$ cat config.mk
export PLATFORM = sky130hd
export DESIGN_NAME = serial_paralelo_rx
export DESIGN_NICKNAME = d
export VERILOG_FILES = /design/src/rtl/phy_pkg.sv /design/src/rtl/rx_sync_fsm.sv /design/src/rtl/serial_paralelo_rx.sv
export SDC_FILE = /design/constraint.sdc
export NUM_CORES = 1
export LEC_CHECK = 0
export BUFFER_PORTS_ARGS = -buffer_cell sky130_fd_sc_hd__buf_2
export CORE_MARGIN = 2
export CORE_UTILIZATION = 30
export DETAILED_ROUTE_END_ITERATION = 8
export PLACE_DENSITY = 0.51
export REMOVE_ABC_BUFFERS = 1
export SYNTH_ARGS = -nofsm -noshare
export SYNTH_HDL_FRONTEND = slang
export SYNTH_HIERARCHICAL = 1
export SYNTH_SLANG_ARGS = --single-unit
$ cat constraint.sdc
create_clock -name clk_32f -period 1.6 [get_ports clk_32f]
set_input_delay 0.16 -clock clk_32f [delete_from_list [all_inputs] [get_ports clk_32f]]
set_output_delay 0.16 -clock clk_32f [all_outputs]
set_load 0.005 [all_outputs]
$ cat src/rtl/phy_pkg.sv
// Shared PHY receive constants, sync FSM state encoding and the deserialized byte payload.
package phy_pkg;

    localparam int unsigned BYTE_W         = 8;
    localparam int unsigned CNT_W          = 3;
    localparam int unsigned SYNC_COUNT_DEF = 4;

    localparam logic [BYTE_W-1:0] COMMA_K28_5 = 8'hBC;

    typedef enum logic [1:0] {
        ST_HUNT   = 2'b00,
        ST_ALIGN  = 2'b01,
        ST_ACTIVE = 2'b10
    } rx_state_t;

    typedef struct packed {
        logic              valid;
        logic [BYTE_W-1:0] data;
    } rx_byte_t;

    // Modulo-8 step shared by the bit and comma counters.
    function automatic logic [CNT_W-1:0] cnt_inc(input logic [CNT_W-1:0] c);
        return c + CNT_W'(1);
    endfunction

endpackage

$ cat src/rtl/rx_sync_fsm.sv
// Byte-lock tracker: hunts for a comma at any offset, then counts aligned commas
// until SYNC_COUNT is reached; owns the bit counter, comma counter and lock flag.
module rx_sync_fsm
    import phy_pkg::*;
#(
    parameter int unsigned SYNC_COUNT = SYNC_COUNT_DEF
) (
    input  logic             clk_32f,
    input  logic             reset,
    input  logic             i_is_comma,
    input  logic             i_boundary,
    output logic [CNT_W-1:0] o_bit_cnt,
    output rx_state_t        o_state,
    output logic             o_active
);

    localparam logic [CNT_W-1:0] SYNC_TGT    = CNT_W'(SYNC_COUNT);
    localparam logic             DIRECT_LOCK = (SYNC_COUNT == 1);

    rx_state_t        r_state;
    rx_state_t        w_state_nxt;
    logic [CNT_W-1:0] r_bit_cnt;
    logic [CNT_W-1:0] r_bc_cnt;
    logic             r_active;
    logic [CNT_W-1:0] w_bit_cnt_nxt;
    logic [CNT_W-1:0] w_bc_cnt_nxt;
    logic             w_active_nxt;
    logic [CNT_W-1:0] w_bc_inc;

    assign w_bc_inc = cnt_inc(r_bc_cnt);

    // State and counter registers; reset wins over every other update.
    always_ff @(posedge clk_32f) begin
        if (reset) begin
            r_state   <= ST_HUNT;
            r_bit_cnt <= '0;
            r_bc_cnt  <= '0;
            r_active  <= 1'b0;
        end else begin
            r_state   <= w_state_nxt;
            r_bit_cnt <= w_bit_cnt_nxt;
            r_bc_cnt  <= w_bc_cnt_nxt;
            r_active  <= w_active_nxt;
        end
    end

    // Next-state logic.
    always_comb begin
        w_state_nxt = r_state;
        case (r_state)
            ST_HUNT: begin
                if (i_is_comma) begin
                    w_state_nxt = DIRECT_LOCK ? ST_ACTIVE : ST_ALIGN;
                end
            end
            ST_ALIGN: begin
                if (i_boundary) begin
                    if (!i_is_comma) begin
                        w_state_nxt = ST_HUNT;
                    end else if (w_bc_inc == SYNC_TGT) begin
                        w_state_nxt = ST_ACTIVE;
                    end
                end
            end
            ST_ACTIVE: begin
                w_state_nxt = ST_ACTIVE;
            end
            default: begin
                w_state_nxt = ST_HUNT;
            end
        endcase
    end

    // Counter and lock-flag updates.
    always_comb begin
        w_bit_cnt_nxt = r_bit_cnt;
        w_bc_cnt_nxt  = r_bc_cnt;
        w_active_nxt  = r_active;
        case (r_state)
            ST_HUNT: begin
                if (i_is_comma) begin
                    w_bit_cnt_nxt = '0;
                    w_bc_cnt_nxt  = CNT_W'(1);
                    w_active_nxt  = DIRECT_LOCK;
                end
            end
            ST_ALIGN: begin
                w_bit_cnt_nxt = cnt_inc(r_bit_cnt);
                if (i_boundary) begin
                    if (i_is_comma) begin
                        w_bc_cnt_nxt = w_bc_inc;
                        if (w_bc_inc == SYNC_TGT) begin
                            w_active_nxt = 1'b1;
                        end
                    end else begin
                        w_bc_cnt_nxt = '0;
                    end
                end
            end
            ST_ACTIVE: begin
                w_bit_cnt_nxt = cnt_inc(r_bit_cnt);
            end
            default: begin
                w_bit_cnt_nxt = '0;
                w_bc_cnt_nxt  = '0;
                w_active_nxt  = 1'b0;
            end
        endcase
    end

    assign o_bit_cnt = r_bit_cnt;
    assign o_state   = r_state;
    assign o_active  = r_active;

endmodule

$ cat src/rtl/serial_paralelo_rx.sv
// Single-lane MSB-first deserializer: aligns on the comma character and emits
// registered data bytes with a valid flag once byte lock is achieved.
module serial_paralelo_rx
    import phy_pkg::*;
#(
    parameter int unsigned      WIDTH      = BYTE_W,
    parameter logic [WIDTH-1:0] COMMA      = COMMA_K28_5,
    parameter int unsigned      SYNC_COUNT = SYNC_COUNT_DEF
) (
    input  logic             clk_32f,
    input  logic             reset,
    input  logic             data_in,
    output logic [WIDTH-1:0] data_out,
    output logic             valid_out,
    output logic             active
);

    // Only the 7 newest bits are kept: the oldest bit of a full shift register
    // falls out of the assembled byte and would never be read.
    logic [WIDTH-2:0] r_shreg;
    logic [WIDTH-1:0] w_byte;
    logic             w_is_comma;
    logic             w_boundary;
    logic             w_load;
    logic [CNT_W-1:0] w_bit_cnt;
    rx_state_t        w_state;
    logic             w_active;
    rx_byte_t         r_out;

    assign w_byte     = {r_shreg, data_in};
    assign w_is_comma = (w_byte == COMMA);
    assign w_boundary = (w_bit_cnt == CNT_W'(7));
    assign w_load     = (w_state == ST_ACTIVE) && w_boundary;

    always_ff @(posedge clk_32f) begin
        if (reset) begin
            r_shreg <= '0;
        end else begin
            r_shreg <= w_byte[WIDTH-2:0];
        end
    end

    rx_sync_fsm #(
        .SYNC_COUNT (SYNC_COUNT)
    ) u_sync_fsm (
        .clk_32f    (clk_32f),
        .reset      (reset),
        .i_is_comma (w_is_comma),
        .i_boundary (w_boundary),
        .o_bit_cnt  (w_bit_cnt),
        .o_state    (w_state),
        .o_active   (w_active)
    );

    // Output byte is refreshed only at locked byte boundaries; a comma clears it.
    always_ff @(posedge clk_32f) begin
        if (reset) begin
            r_out <= '0;
        end else if (w_load) begin
            r_out.valid <= !w_is_comma;
            r_out.data  <= w_is_comma ? '0 : w_byte;
        end
    end

    assign data_out  = r_out.data;
    assign valid_out = r_out.valid;
    assign active    = w_active;

endmodule

==> run summary, run 1 <==
max layer used -> met4
antenna viol nets, final -> 0
fin crit period -> 1.52 ns
syn_area_per_cell -> 9.91 um^2
CTS root buffer -> clkbuf_8
Max clock buf depth -> 2
Final Non-Filler Cells -> 186
Most used DFF post-synth -> dfxtp_1
I/O Pins -> 13
synthesis-to-layout area growth -> 22.3%
Die Wd -> 65.6 um
crit share post-route -> 0.952
WL/cell -> 12.3 um
largest net degree at the start of global routing -> 24
DR vias -> 887
core area -> 0.00366 mm^2
Die Span Y -> 65.6 um
Slew Limit Fails -> 0
drt pass-1 iters -> 4
first-pass GRT wire length -> 3820 um
metal3 WL -> 71 um
initial antenna violation count -> 0
Port Buffer Count -> 12
TritonCTS buffer count -> 3
Worst Setup Slack, final -> 0.0769 ns
gpl congestion -> 0.816
maxcap violations -> 0
Final Hold Viols -> 0
# setup viols final -> 0
vias in the first global route -> 887
Clock transition at path regs -> 0.09 ns
share of layout cells above drive strength 1 -> 0.312
largest cells by area after synthesis -> dfxtp_1 44%, ha_1 6.6%, a21oi_1 5.3%
HP Class -> in -> reg
synth warn -> 6
Lkg Pwr -> 0.580 nW
Finished Core Util -> 0.381
final setup TNS -> 0 ns
DP HPWL -> 1690 um
fmax -> 657 MHz
Yosys top cell area share -> 0.439
hold bufs inserted after CTS -> 0
M1 wire length -> 1150 um
Setup CP Type -> reg -> reg
total chip power -> 1.04 mW
largest fanout on the critical path -> 5
VDD IR max -> 445 uV
Mapped Area -> 0.00114 mm^2
diodes inserted -> 0
DR DRC count -> 0
DRT iter0 DRCs -> 13
worst skew pair latency -> 0.27 ns
final wirelength -> 2300 um
CTS Sinks -> 25
status -> completed
Worst Path Required -> 1.75 ns
CTS tree -> yes
Worst setup SP type -> register
synth unique cells -> 34
skew final -> 0.00401 ns
aggregate global routing overflow -> 0
placed insts -> 182
RSZ-0062 raised after global routing -> true
H-Tree Level Count -> 1
Cell Rows -> 22
critical path capture point type -> register
sequential area share after synthesis -> 0.439
most frequent cells in the layout -> 22 x dfxtp_1, 12 x buf_2, 11 x a21oi_1
biggest area consumer among synthesized cells -> dfxtp_1
Pwr Density -> 747 mW/mm^2
all-layer global routing usage -> 0.114
initial core utilization -> 0.311
met2 WL -> 1040 um
Arr. time, crit path -> 1.68 ns
DR vias/cell -> 4.77
most common cell after layout, fill and taps aside -> dfxtp_1
worst slew pin tran -> 0.408 ns
dpl ws -> -0.00994 ns
relative slew slack -> 0.728
nets -> 148
cells after synthesis -> 115
number of flops mapped to enable cells by yosys -> 0
die area -> 0.00431 mm^2
Synth async-reset ratio -> 0
Yosys reg bits -> 25
-- synthesized netlist by cell type (2+ instances only) --
cell	count
or2b_1	2
dfxtp_1	25
nor3_1	4
nand2_1	4
o2bb2ai_1	4
nor2b_2	2
nand3_1	4
nor2b_1	5
a21oi_1	12
nor2_1	5
o21ai_0	7
nand2b_1	8
inv_1	7
ha_1	6
-- worst paths after layout --
check                   startpoint                      to  slack [ns]  cells after the start
min reg2reg            data_out[7]             data_out[7]        0.47                      1
max reg2reg  u_sync_fsm/o_state[0]  u_sync_fsm/r_bc_cnt[2]        0.08                      6
min                        data_in              r_shreg[0]        0.15                      2
max          u_sync_fsm/o_state[0]  u_sync_fsm/r_bc_cnt[2]        0.08                      6
-- flip-flops by register name, indices dropped and copies added, names as in the netlist --
register and cells:
u_sync_fsm/r_bc_cnt 3, u_sync_fsm/o_state 2, r_shreg 7, u_sync_fsm/o_active 1, u_sync_fsm/o_bit_cnt 3, data_out 8, valid_out 1
-- final cells by class --
cell class	instances	area, um^2
fillers	380	2270
multi-input cells	80	621
flip-flops and latches	25	507
repair buffers	21	128
well taps	48	60.1
clock buffers	3	41.3
inverters	8	30.0
clock inverters	1	7.51
-- cell families after synthesis --
logic type,Yosys count,synth area share
fa+ha+maj,6,0.0659
buf+inv,10,0.0329
mux,1,0.00878
flops,25,0.439
xor+xnor,1,0.00769
simple gates,44,0.272
compound gates,28,0.173
-- what timing repair did --
action                                  4_1_cts  5_1_grt
endpoints found under the setup margin        1        6
setup buffers                                 0        0
pin swaps                                     0        1
gates resized for setup                       1       10
-- critical path: stages, from the launching register on --
cell	delay (ns)
dfxtp_4	0.37
inv_1	0.06
ha_1	0.20
nor2b_1	0.14
or3_4	0.39
a21oi_1	0.19
nor2_1	0.06
-- stage by stage --
stage,area (um^2),hold WS (ns)
3_5_place_dp,1320,0.442
6_report,1390,0.153
2_1_floorplan,1130,0.226
4_1_cts,1370,0.156
5_1_grt,1390,0.156
3_3_place_gp,1320,0.417
-- power breakdown --
group          switching (mW)  total, mW  internal, mW
clock                   0.214      0.390         0.177
sequential            0.00342      0.627         0.624
combinational          0.0138     0.0235       0.00965
-- per-layer routing --
metal  up-vias  track usage
met4         0       0.0547
met3         2       0.0205
met2        12        0.192
met1       421        0.139
li1        452            -
met5         -            0
Power figures use the tool's default switching activity.
==> inputs of run 2 (changes only) <==
SETUP_SLACK_MARGIN = 0.4   (was default)
SLEW_MARGIN = 20   (was default)
==> run 2 against run 1 <==
Compared with the run above: maximum frequency is 1.8% higher; core utilization is 3.2 points higher; register-to-register slack better by 0.03 ns; first-iteration DRC count is 69% higher; die area stayed put; critical path depth is 1 lower; global-route usage is 0.44 points higher; hold slack better by 0.0095 ns; largest power group unchanged; highest routed layer unchanged.
==> run summary, run 2 (same netlist as run 1, synthesis figures left out) <==
RSZ-0062 raised after global routing -> true
antenna viol nets, final -> 0
initial antenna violation count -> 0
# setup viols final -> 0
hold wc startpoint -> data_in
net switching power -> 0.227 mW
fmax -> 669 MHz
DR vias/cell -> 4.71
largest net degree at the start of global routing -> 24
CTS Sinks -> 25
Arr. time, crit path -> 1.64 ns
Final Non-Filler Cells -> 194
Cell Rows -> 22
Die Wd -> 65.6 um
final wirelength -> 2380 um
TritonCTS buffer count -> 3
relative slew slack -> 0.719
Combinational Power Share -> 0.026
WL/cell -> 12.3 um
Setup CP Type -> reg -> reg
Max clock buf depth -> 2
clock share of power -> 0.369
Pwr Density -> 688 mW/mm^2
Slew Limit Fails -> 0
met2 Usage GRT -> 0.197
FF-to-FF Start -> u_sync_fsm/o_state[1]
gpl congestion -> 0.816
hold path endpoint -> r_shreg[0]
CTS root buffer -> clkbuf_8
skew final -> 0.00137 ns
fin crit period -> 1.50 ns
diodes inserted -> 0
initial core utilization -> 0.311
Worst setup SP type -> register
crit share post-route -> 0.935
vias in the first global route -> 925
Worst Path Required -> 1.74 ns
most frequent cells in the layout -> 20 x dfxtp_1, 15 x buf_4, 12 x buf_2
I/O Pins -> 13
Reg power frac -> 0.605
hold path depth -> 2
Final Hold Viols -> 0
DR DRC count -> 0
critical path capture point type -> register
Internal Power -> 0.814 mW
die area -> 0.00431 mm^2
aggregate global routing overflow -> 0
sw frac -> 0.218
first-pass GRT wire length -> 3950 um
Clock transition at path regs -> 0.09 ns
hold bufs inserted after CTS -> 0
drt pass-1 iters -> 4
synthesis-to-layout area growth -> 32.7%
H-Tree Level Count -> 1
GRT met1 Usage -> 0.144
most common cell after layout, fill and taps aside -> dfxtp_1
Port Buffer Count -> 12
VDD IR max -> 457 uV
worst skew pair latency -> 0.27 ns
DP HPWL -> 1690 um
Lkg Pwr -> 0.630 nW
max reg flops -> 8
Worst R2R Setup Slack -> 0.10 ns
Finished Core Util -> 0.413
maxcap violations -> 0
worst slew pin tran -> 0.422 ns
status -> completed
share of layout cells above drive strength 1 -> 0.432
nets -> 156
reg2reg end -> u_sync_fsm/r_bc_cnt[0]
CTS tree -> yes
largest fanout on the critical path -> 5
Die Span Y -> 65.6 um
met3 global-route usage -> 0.0240
core area -> 0.00366 mm^2
HP Class -> in -> reg
DR vias -> 913
placed insts -> 182
grt peak-use layer -> met2
FF-to-FF path depth -> 5
DRT iter0 DRCs -> 22
all-layer global routing usage -> 0.118
-- run 2: area by class of cell --
class                           instances  area (um^2)
Tap cell                               48         60.1
Clock inverter                          1         7.51
Sequential cell                        25          507
Inverter                                8         30.0
Fill cell                             370         2150
Multi-Input combinational cell         80          672
Timing Repair Buffer                   29          195
Clock buffer                            3         41.3
-- run 2: repair_timing --
item	4_1_cts	5_1_grt
endpoints found under the hold margin	0	0
gates resized for setup	9	18
buffers inserted	4	4
pin swaps	1	4
endpoints found under the setup margin	12	18
-- run 2: how the worst max path moves through the flow --
stage | slack, ns | to | cells after the start | from
final | 0.10 | u_sync_fsm/r_bc_cnt[0] | 5 | u_sync_fsm/o_state[1]
after global routing | 0.04 | u_sync_fsm/r_bc_cnt[0] | 5 | u_sync_fsm/o_state[1]
after CTS | 0.12 | u_sync_fsm/r_bc_cnt[0] | 6 | r_shreg[0]
after detailed placement | -0.01 | u_sync_fsm/o_state[1] | 7 | r_shreg[0]
after global placement | -0.03 | u_sync_fsm/o_state[1] | 7 | r_shreg[0]
after floorplan | 0.01 | u_sync_fsm/r_bc_cnt[0] | 6 | r_shreg[0]
-- run 2: critical path: stages, from the launching register on --
cell and delay (ns):
dfxtp_2 0.33, buf_4 0.15, ha_1 0.23, or3_4 0.43, nor3_2 0.16, nor3_1 0.06
-- run 2: power by group through the flow --
stage | Sequential, mW | Combinational (mW) | Clock, mW
after floorplan | 0.643 | 0.0110 | 0
after global placement | 0.644 | 0.0235 | 0
after detailed placement | 0.644 | 0.0239 | 0
after CTS | 0.629 | 0.0261 | 0.399
after global routing | 0.630 | 0.0291 | 0.416
final | 0.629 | 0.0269 | 0.384
-- run 2: stage by stage --
stage	setup TNS [ns]	setup WS, ns	power [mW]	instance area (um^2)	hold slack (ns)
floorplan	0	0.0134	0.654	1130	0.226
global placement	-0.0283	-0.0283	0.667	1320	0.417
detailed placement	-0.00994	-0.00994	0.668	1320	0.442
CTS	0	0.124	1.05	1420	0.156
global route	0	0.0374	1.07	1510	0.156
finish	0	0.104	1.04	1510	0.162
-- run 2: per-layer routing --
metal	routed length [um]	up-vias
li1	-	464
met1	1140	433
met2	1110	12
met3	97	4
met4	38	0
met5	0	-
